$ cat config.mk
export PLATFORM = sky130hd
export DESIGN_NAME = prediction_score_trainer
export DESIGN_NICKNAME = d
export VERILOG_FILES = /design/src/rtl/prediction_score_trainer_pkg.sv /design/src/rtl/prediction_score_trainer_score_unit.sv /design/src/rtl/prediction_score_trainer.sv
export SDC_FILE = /design/constraint.sdc
export NUM_CORES = 1
export LEC_CHECK = 0
export ABC_AREA = 1
export CAP_MARGIN = 20
export CELL_PAD_IN_SITES_DETAIL_PLACEMENT = 0
export CELL_PAD_IN_SITES_GLOBAL_PLACEMENT = 1
export CORE_UTILIZATION = 45
export CTS_BUF_LIST = sky130_fd_sc_hd__clkbuf_4
export DETAILED_ROUTE_END_ITERATION = 16
export GPL_TIMING_DRIVEN = 0
export PLACE_DENSITY = 0.94
export SETUP_SLACK_MARGIN = 0.02
export SKIP_CTS_REPAIR_TIMING = 1
export SYNTH_ARGS = -nofsm -noshare
export SYNTH_HDL_FRONTEND = slang
export SYNTH_SLANG_ARGS = --single-unit
$ cat constraint.sdc
create_clock -name clk -period 6.8 [get_ports clk]
set_clock_uncertainty 0.15 [all_clocks]
set_input_delay 0.68 -clock clk [delete_from_list [all_inputs] [get_ports clk]]
set_output_delay 0.68 -clock clk [all_outputs]
set_load 0.02 [all_outputs]
$ cat src/rtl/prediction_score_trainer_pkg.sv
// Shared trend encoding and decode width for the predictor score trainer.
// Imported by the top level and by the per-predictor score unit.
package prediction_score_trainer_pkg;

  typedef enum logic [1:0] {
    TREND_STRONG_DISTRUST = 2'd0,
    TREND_WEAK_DISTRUST   = 2'd1,
    TREND_WEAK_TRUST      = 2'd2,
    TREND_STRONG_TRUST    = 2'd3
  } trend_e;

  localparam trend_e TREND_RESET    = TREND_WEAK_TRUST;
  localparam int     TREND_DECODE_W = 4;

endpackage

$ cat src/rtl/prediction_score_trainer_score_unit.sv
// Per-predictor scoring: saturating confidence counter with halving decay
// and a four-state trend FSM with a registered one-hot decode.
module predictor_score_unit
  import prediction_score_trainer_pkg::*;
#(
  parameter int STAT_COUNTER_WIDTH = 5
) (
  input  logic                          clk,
  input  logic                          rst_n,
  input  logic                          update_en,
  input  logic                          correct,
  output logic [STAT_COUNTER_WIDTH-1:0] stat_count,
  output logic [TREND_DECODE_W-1:0]     trend_decode
);

  localparam logic [STAT_COUNTER_WIDTH-1:0] STAT_MAX = '1;

  logic [STAT_COUNTER_WIDTH-1:0] stat_q, stat_d;
  trend_e                        trend_q, trend_d;
  logic [TREND_DECODE_W-1:0]     decode_q, decode_d;

  always_ff @(posedge clk or negedge rst_n) begin
    if (!rst_n) begin
      stat_q   <= '0;
      trend_q  <= TREND_RESET;
      decode_q <= TREND_DECODE_W'(1) << TREND_RESET;
    end else begin
      stat_q   <= stat_d;
      trend_q  <= trend_d;
      decode_q <= decode_d;
    end
  end

  always_comb begin
    stat_d  = stat_q;
    trend_d = trend_q;
    if (update_en) begin
      if (correct) begin
        stat_d = (stat_q == STAT_MAX) ? stat_q : stat_q + 1'b1;
        unique case (trend_q)
          TREND_STRONG_DISTRUST: trend_d = TREND_WEAK_DISTRUST;
          TREND_WEAK_DISTRUST:   trend_d = TREND_WEAK_TRUST;
          default:               trend_d = TREND_STRONG_TRUST;
        endcase
      end else begin
        stat_d = stat_q >> 1;
        unique case (trend_q)
          TREND_STRONG_TRUST: trend_d = TREND_WEAK_TRUST;
          TREND_WEAK_TRUST:   trend_d = TREND_WEAK_DISTRUST;
          default:            trend_d = TREND_STRONG_DISTRUST;
        endcase
      end
    end
    decode_d = TREND_DECODE_W'(1) << trend_d;
  end

  assign stat_count   = stat_q;
  assign trend_decode = decode_q;

endmodule

$ cat src/rtl/prediction_score_trainer.sv
// Tournament trainer: queues SP/LHP/GHP predictions at fetch, scores them in
// order at resolve, and drives the stat counts and trend decodes for the arbiter.
module prediction_score_trainer
  import prediction_score_trainer_pkg::*;
#(
  parameter int STAT_COUNTER_WIDTH = 5,
  parameter int QUEUE_DEPTH        = 4
) (
  input  logic                                 clk,
  input  logic                                 rst_n,
  input  logic                                 record_valid,
  output logic                                 record_ready,
  input  logic                                 SP_prediction_result,
  input  logic                                 LHP_prediction_result,
  input  logic                                 GHP_prediction_result,
  input  logic                                 resolve_valid,
  input  logic                                 resolve_taken,
  input  logic                                 flush,
  output logic [TREND_DECODE_W-1:0]            SP_trend_decode,
  output logic [TREND_DECODE_W-1:0]            LHP_trend_decode,
  output logic [TREND_DECODE_W-1:0]            GHP_trend_decode,
  output logic [STAT_COUNTER_WIDTH-1:0]        SP_stat_count,
  output logic [STAT_COUNTER_WIDTH-1:0]        LHP_stat_count,
  output logic [STAT_COUNTER_WIDTH-1:0]        GHP_stat_count,
  output logic [$clog2(QUEUE_DEPTH):0]         occupancy,
  output logic                                 underflow_err
);

  localparam int AW = $clog2(QUEUE_DEPTH);
  localparam int PW = AW + 1;

  // Entry layout: bit 2 = SP, bit 1 = LHP, bit 0 = GHP.
  logic [2:0]    mem_q [QUEUE_DEPTH];
  logic [PW-1:0] wr_ptr_q, wr_ptr_d, rd_ptr_q, rd_ptr_d;
  logic          underflow_q;
  logic          push, pop;
  logic [2:0]    head, correct;

  logic [STAT_COUNTER_WIDTH-1:0] stat_w   [3];
  logic [TREND_DECODE_W-1:0]     decode_w [3];

  assign occupancy    = wr_ptr_q - rd_ptr_q;
  assign record_ready = (occupancy != PW'(QUEUE_DEPTH));
  assign push         = record_valid && record_ready && !flush;
  assign pop          = resolve_valid && (occupancy != '0);
  assign head         = mem_q[rd_ptr_q[AW-1:0]];
  assign correct      = ~(head ^ {3{resolve_taken}});

  always_comb begin
    wr_ptr_d = wr_ptr_q + PW'(push);
    rd_ptr_d = rd_ptr_q + PW'(pop);
    // The pop above still feeds the scorers; only the queue is cleared.
    if (flush) begin
      wr_ptr_d = '0;
      rd_ptr_d = '0;
    end
  end

  always_ff @(posedge clk or negedge rst_n) begin
    if (!rst_n) begin
      wr_ptr_q    <= '0;
      rd_ptr_q    <= '0;
      underflow_q <= 1'b0;
      for (int i = 0; i < QUEUE_DEPTH; i++) mem_q[i] <= '0;
    end else begin
      wr_ptr_q    <= wr_ptr_d;
      rd_ptr_q    <= rd_ptr_d;
      underflow_q <= resolve_valid && (occupancy == '0);
      if (push)
        mem_q[wr_ptr_q[AW-1:0]] <= {SP_prediction_result, LHP_prediction_result,
                                    GHP_prediction_result};
    end
  end

  generate
    for (genvar gi = 0; gi < 3; gi++) begin : g_score
      predictor_score_unit #(
        .STAT_COUNTER_WIDTH(STAT_COUNTER_WIDTH)
      ) u_score (
        .clk          (clk),
        .rst_n        (rst_n),
        .update_en    (pop),
        .correct      (correct[gi]),
        .stat_count   (stat_w[gi]),
        .trend_decode (decode_w[gi])
      );
    end
  endgenerate

  assign SP_stat_count    = stat_w[2];
  assign LHP_stat_count   = stat_w[1];
  assign GHP_stat_count   = stat_w[0];
  assign SP_trend_decode  = decode_w[2];
  assign LHP_trend_decode = decode_w[1];
  assign GHP_trend_decode = decode_w[0];
  assign underflow_err    = underflow_q;

endmodule

* Word-level counts from Yosys, hierarchy flattened
Cells that the tools add are included.
** Word-level totals
- Register bits after elaboration :: 52
- Latch bits :: 0
- Memory bits (writable) :: 0
- Memory bits (read-only) :: 0
- Input bits :: 9
- Output and inout port bits :: 32
- Logic and storage cells :: 88
- Memories :: 0
** Cells by class
- Add/sub/neg operators :: 6
- $mul :: 0
- Divide/modulo/power cells :: 0
- Order comparisons :: 3
- Equality and inequality tests :: 16
- Shift-type cells :: 3
- Multiplexer cells :: 26
- Bitwise gates (word level) :: 4
- Reduce and logical (&&, ||, !) cells :: 14
** Operators with widths (number)
- 5-bit two-way mux :: 6
- 2-bit one-hot mux with 2 select lines :: 6
- 5-bit by 1-bit adder with 5-bit output, second input constant :: 3
- 5-bit == test, second input constant :: 3
- 3-bit two-way mux :: 5
- 12-bit bitwise mux :: 1
- 2-bit == test, second input constant :: 6
- 2-bit two-way mux :: 6
- 1-bit by 2-bit left shift with 4-bit output, first input constant :: 3
- 3-bit by 1-bit adder with 3-bit output :: 2
- 3-bit binary-select mux with 2-bit select :: 1
- 3-bit demux with 2-bit select :: 1
- 2-bit by 1-bit == test with 1-bit output, second input constant :: 3
- 3-bit greater-or-equal comparator, second input constant :: 2
- 2-bit logical NOT :: 3
- 2-bit inequality test, second input constant :: 3
- 2-bit NOT with 3-bit output :: 2
- 2-bit AND reduction :: 3
- 1-bit logical AND :: 5
- 3-bit logical NOT :: 1
- 3-bit by 1-bit < comparator with 1-bit output, second input constant :: 1
- 3-bit inequality test, second input constant :: 1
- 3-bit NOT :: 1
- 3-bit nonzero test :: 1
- other kinds (3) :: 3

* Logic depth before layout (Yosys ltp)
- Depth in word-level cells :: 9
- Depth in mapped cells :: 14
- Depth with buffers taken out :: 13

* Hierarchy
A second synthesis with hierarchy kept.
** Unflattened totals
- Cell total of the unflattened synthesis :: 335
- Area, all modules :: 2787.7 um2
** By module, submodules not included
- predictor_score_unit :: instances 3, cells each 66, area each 565.5 um2
- prediction_score_trainer :: instances 1, cells each 137, area each 1091.0 um2

* Worst setup path after synthesis
Ideal clock, no wire load.
- Kind :: register -> register
- Start :: register rd_ptr_q[0]
- End :: register wr_ptr_q[2]
- Setup time :: 119 ps
- Data arrival time :: 2303 ps
- Slack :: 4228 ps
- Stages on the path, launching flop included :: 14
- Buffers on the path :: 1
- Clock period less this slack :: 2572 ps
- Path through :: dfrtp_1 -> ha_1 -> fa_1 -> inv_1 -> nand2_1 -> nand2_2 -> nand2_2 -> nand3b_1 -> inv_2 -> buf_6 -> ha_1 -> ha_1 -> xnor2_1 -> nor2_1
** Between the ends
- Longest elaborated chain between the ends :: 6
** Ends and longest elaborated chain
- start, declared :: line prediction_score_trainer.sv:34 : logic [PW-1:0] wr_ptr_q, wr_ptr_d, rd_ptr_q, rd_ptr_d;
- start signal, assigned :: line prediction_score_trainer.sv:67 : rd_ptr_q <= rd_ptr_d;
- 3-bit subtractor :: line prediction_score_trainer.sv:42 : assign occupancy = wr_ptr_q - rd_ptr_q;
- net occupancy[2] :: line prediction_score_trainer.sv:25 : output logic [$clog2(QUEUE_DEPTH):0] occupancy,
- 3-bit inequality test :: line prediction_score_trainer.sv:43 : assign record_ready = (occupancy != PW'(QUEUE_DEPTH));
- net record_ready :: line prediction_score_trainer.sv:12 : output logic record_ready,
- 1-bit logical AND (2 in a row) :: line prediction_score_trainer.sv:44 : assign push = record_valid && record_ready && !flush;
- 3-bit by 1-bit adder with 3-bit output :: line prediction_score_trainer.sv:50 : wr_ptr_d = wr_ptr_q + PW'(push);
- 3-bit two-way mux :: line prediction_score_trainer.sv:53 : if (flush) begin
- net wr_ptr_d[2] :: line prediction_score_trainer.sv:34
- end signal, assigned :: line prediction_score_trainer.sv:66 : wr_ptr_q <= wr_ptr_d;
- end, declared :: line prediction_score_trainer.sv:34
The timed path passes the listed nets, and every way through them passes these cells.
A chain may end at the register's enable or synchronous reset.

* Worst setup path in the final report
- Start :: register rd_ptr_q[0]
- End :: output port record_ready
** Between the ends
- Longest elaborated chain between the ends :: 2
** Ends and longest elaborated chain (line)
- 3-bit subtractor :: prediction_score_trainer.sv:42
- 3-bit inequality test :: prediction_score_trainer.sv:43
- end, declared :: prediction_score_trainer.sv:12
Every way passes these cells.

==> results by group <==
Status
  – Outcome: finished clean

Clocking
  – Root Buffer Master: clkbuf_4
  – Clock tree sinks: 52
  – Clock-pin slew on the worst setup and hold paths: 0.14 ns
  – Deepest clock path buffer count: 2
  – Htree depth: 2
  – CTS tree: built
  – Number of buffers created by CTS: 5
  – Worst skew pair latency: 0.36 ns

Logic synthesis
  – Post-Syn Instances: 352
  – YS warnings: 0
  – Library cells used by synthesis: 26
  – Register bit count reported by yosys: 52
  – Share of the synthesized area in the top cell type: 0.407
  – Synth area leaders: dfrtp_1 (41%), nand2_1 (17%), dfstp_2 (5.6%), nand3_1 (5.0%), ha_1 (4.9%)
  – Synth area leader: dfrtp_1
  – Mapped cell area: 2830 µm²
  – Post-Syn Nets: 373
  – Seq/Total Area, Yosys: 0.463
  – Average instance area after synthesis: 8.03 µm²

GRT
  – Largest net degree at the start of global routing: 28
  – Vias in the first global route: 2118
  – Gr usage total: 0.185
  – Global-route wire length before repair: 9.40 mm
  – Aggregate global routing overflow: 0
  – Initial antenna violation count: 0

STA
  – Sum Neg Setup Slack: 0 ns
  – Crit path time final: 3.26 ns
  – Fmax: 306 MHz
  – Final period util: 0.480
  – Fin. Hold Viols: 0
  – Setup-failing EPs final: 0
  – Final slew viol count: 0
  – Slew @ Worst Pin: 0.603 ns
  – RSZ-0062 raised after global routing: false
  – Slew Limit Headroom: 0.598

Power
  – Leakage power: 1.77 nW
  – Pwr/cell area: 414 nW/µm²
  – VDD IR max: 0.184 mV

Floorplan
  – Die Y: 81.3 µm
  – Core region area: 5990 µm²
  – Ports: 41
  – DIE AREA: 6600 µm²
  – Initial Util: 0.472
  – Die X: 81.3 µm
  – Row Count: 28

Critical path
  – Slowest stage cell, crit path: clkdlybuf4s50_1
  – Buf/Inv on CP: 1
  – Critical path class: reg2out
  – CP max stage delay: 0.61 ns
  – Critical path required time: 5.97 ns
  – Largest delay share family, worst path: adder cells
  – Startpoint Class: register
  – R2r setup slk: 4.14 ns
  – CP Cell Sequence: ha_1, fa_1, nand3_1, nand2_2, nand2_2, clkdlybuf4s50_1
  – Launch point of the worst reg-to-reg path: rd_ptr_q[0]
  – Setup crit end kind: output port
  – Worst reg2reg path depth: 11
  – Worst Path Max Fanout: 9
  – CP arrival: 2.43 ns
  – Critical R2R Capture: rd_ptr_q[2]
  – Cell mode on critical path: nand2_2

Final layout
  – Layout area overhead: 19.8%
  – ANT cells: 0
  – Nets: 421
  – Fin util: 0.565
  – Layout cell share with drive strength beyond 1: 0.117

Routing
  – Via density: 4.71
  – WL per Instance: 11.0 µm
  – # DRC: 0
  – Routed vias: 2240
  – First-pass DRT Iterations: 4
  – WL final: 5.24 mm
  – Antenna Nets Post-Route: 0
  – Iteration-0 DRC Markers: 62

Placement
  – RD Place Congestion: 0.790
  – DP Wirelength: 3.94 mm
  – PortBufs: 40

Flow run
  – Max Cap Violations: 0

Worst hold path
  – Hold Path Class: in2async
## layout by cell type (no fill, tap or decap), types with 2 or more instances in the layout
cell / count
clkbuf_4: 5
a21oi_1: 3
nand2_2: 8
clkinv_2: 2
xor2_1: 3
buf_6: 2
nand3b_1: 4
ha_1: 11
nor2_1: 35
nand2_1: 127
and3_1: 3
inv_2: 5
nand2_4: 5
nand3_1: 28
o21ai_0: 11
clkdlybuf4s50_1: 39
inv_1: 36
o21ai_4: 2
dfrtp_1: 46
xnor2_1: 5
nand3_2: 5
dfstp_2: 6
## cell type report
cell class                 count  area [µm²]
fill                         547        2600
multi-input combinational    256        1330
sequential                    52        1310
inverter                      42         163
clock buffer                   5        37.5
buffer                         2        22.5
timing repair buffer          41         415
clock inverter                 3        13.8
tap                           75        93.8
## cell usage after synthesis
cell type  instances
a21oi_1            3
nand2_1          127
nor2_1            35
and3_1             3
ha_1              11
dfstp_2            6
inv_6              1
xnor2_1            5
nor2_4             1
inv_2              5
nand3_1           28
nand2_4            5
o21ai_4            2
nand3_4            1
dfrtp_1           46
xor2_1             3
buf_6              2
fa_1               1
nand2_2            8
inv_1             36
nor2_2             1
o21ai_2            1
nand3_2            5
o21ai_1            1
o21ai_0           11
nand3b_1           4
## layer usage
layer	track usage	share of wire
met4	0.0464	0.0092
met2	0.313	0.49
met3	0.0371	0.032
met5	0	0
met1	0.240	0.47
## registers in the layout (all words and copies together) (netlist names)
register / cells
g_score.u_score.trend_decode: 12
g_score.u_score.stat_count: 15
underflow_err: 1
wr_ptr_q: 3
rd_ptr_q: 3
mem_q: 12
g_score.u_score.trend_q: 6
## how the worst max path moves through the flow
stage | startpoint | endpoint | slack, ns | cells after the start
5_1_grt | rd_ptr_q[0] | record_ready | 3.40 | 6
3_3_place_gp | rst_n | g_score[0].u_score.stat_count[2] | 3.35 | 1
6_report | rd_ptr_q[0] | record_ready | 3.54 | 6
4_1_cts | rd_ptr_q[0] | record_ready | 3.51 | 6
3_5_place_dp | rd_ptr_q[0] | record_ready | 3.94 | 6
2_1_floorplan | rd_ptr_q[0] | wr_ptr_q[2] | 4.23 | 13
## power by group
group,total [W],internal (W),switching (W)
Sequential,0.000503,0.000424,0.0000796
Clock,0.000134,0.0000383,0.0000954
Combinational,0.000765,0.000302,0.000463
Total,0.00140,0.000764,0.000638
## worst register-to-register path, stage by stage, from the launching register on
cell	delay, ns
dfrtp_1	0.52
ha_1	0.25
fa_1	0.50
nand2_1	0.06
inv_1	0.11
nand3_4	0.15
nand2_4	0.16
inv_6	0.08
ha_1	0.19
ha_1	0.20
xnor2_1	0.14
nor2_1	0.05
## logic make-up after synthesis
kind of cell / synth area share
DFF: 0.463
adders and majority gates: 0.0558
buffers and inverters: 0.0655
and+or+nand+nor: 0.350
xor gates and xnor gates: 0.0248
AOI/OAI and AO/OA: 0.0412
## stage by stage
| stage | std cells | worst slack (ns) | power [W] | cell area [µm²] | hold WS, ns |
|---|---|---|---|---|---|
| floorplan | 352 | 4.23 | 0.00104 | 2830 | 0.234 |
| global placement | 467 | 3.35 | 0.00126 | 3320 | 0.309 |
| detailed placement | 468 | 3.94 | 0.00128 | 3340 | 0.310 |
| CTS | 476 | 3.51 | 0.00142 | 3390 | 0.170 |
| global route | 476 | 3.40 | 0.00153 | 3390 | 0.183 |
| finish | 476 | 3.54 | 0.00140 | 3390 | 0.150 |
(Power assumes the default switching activity.)
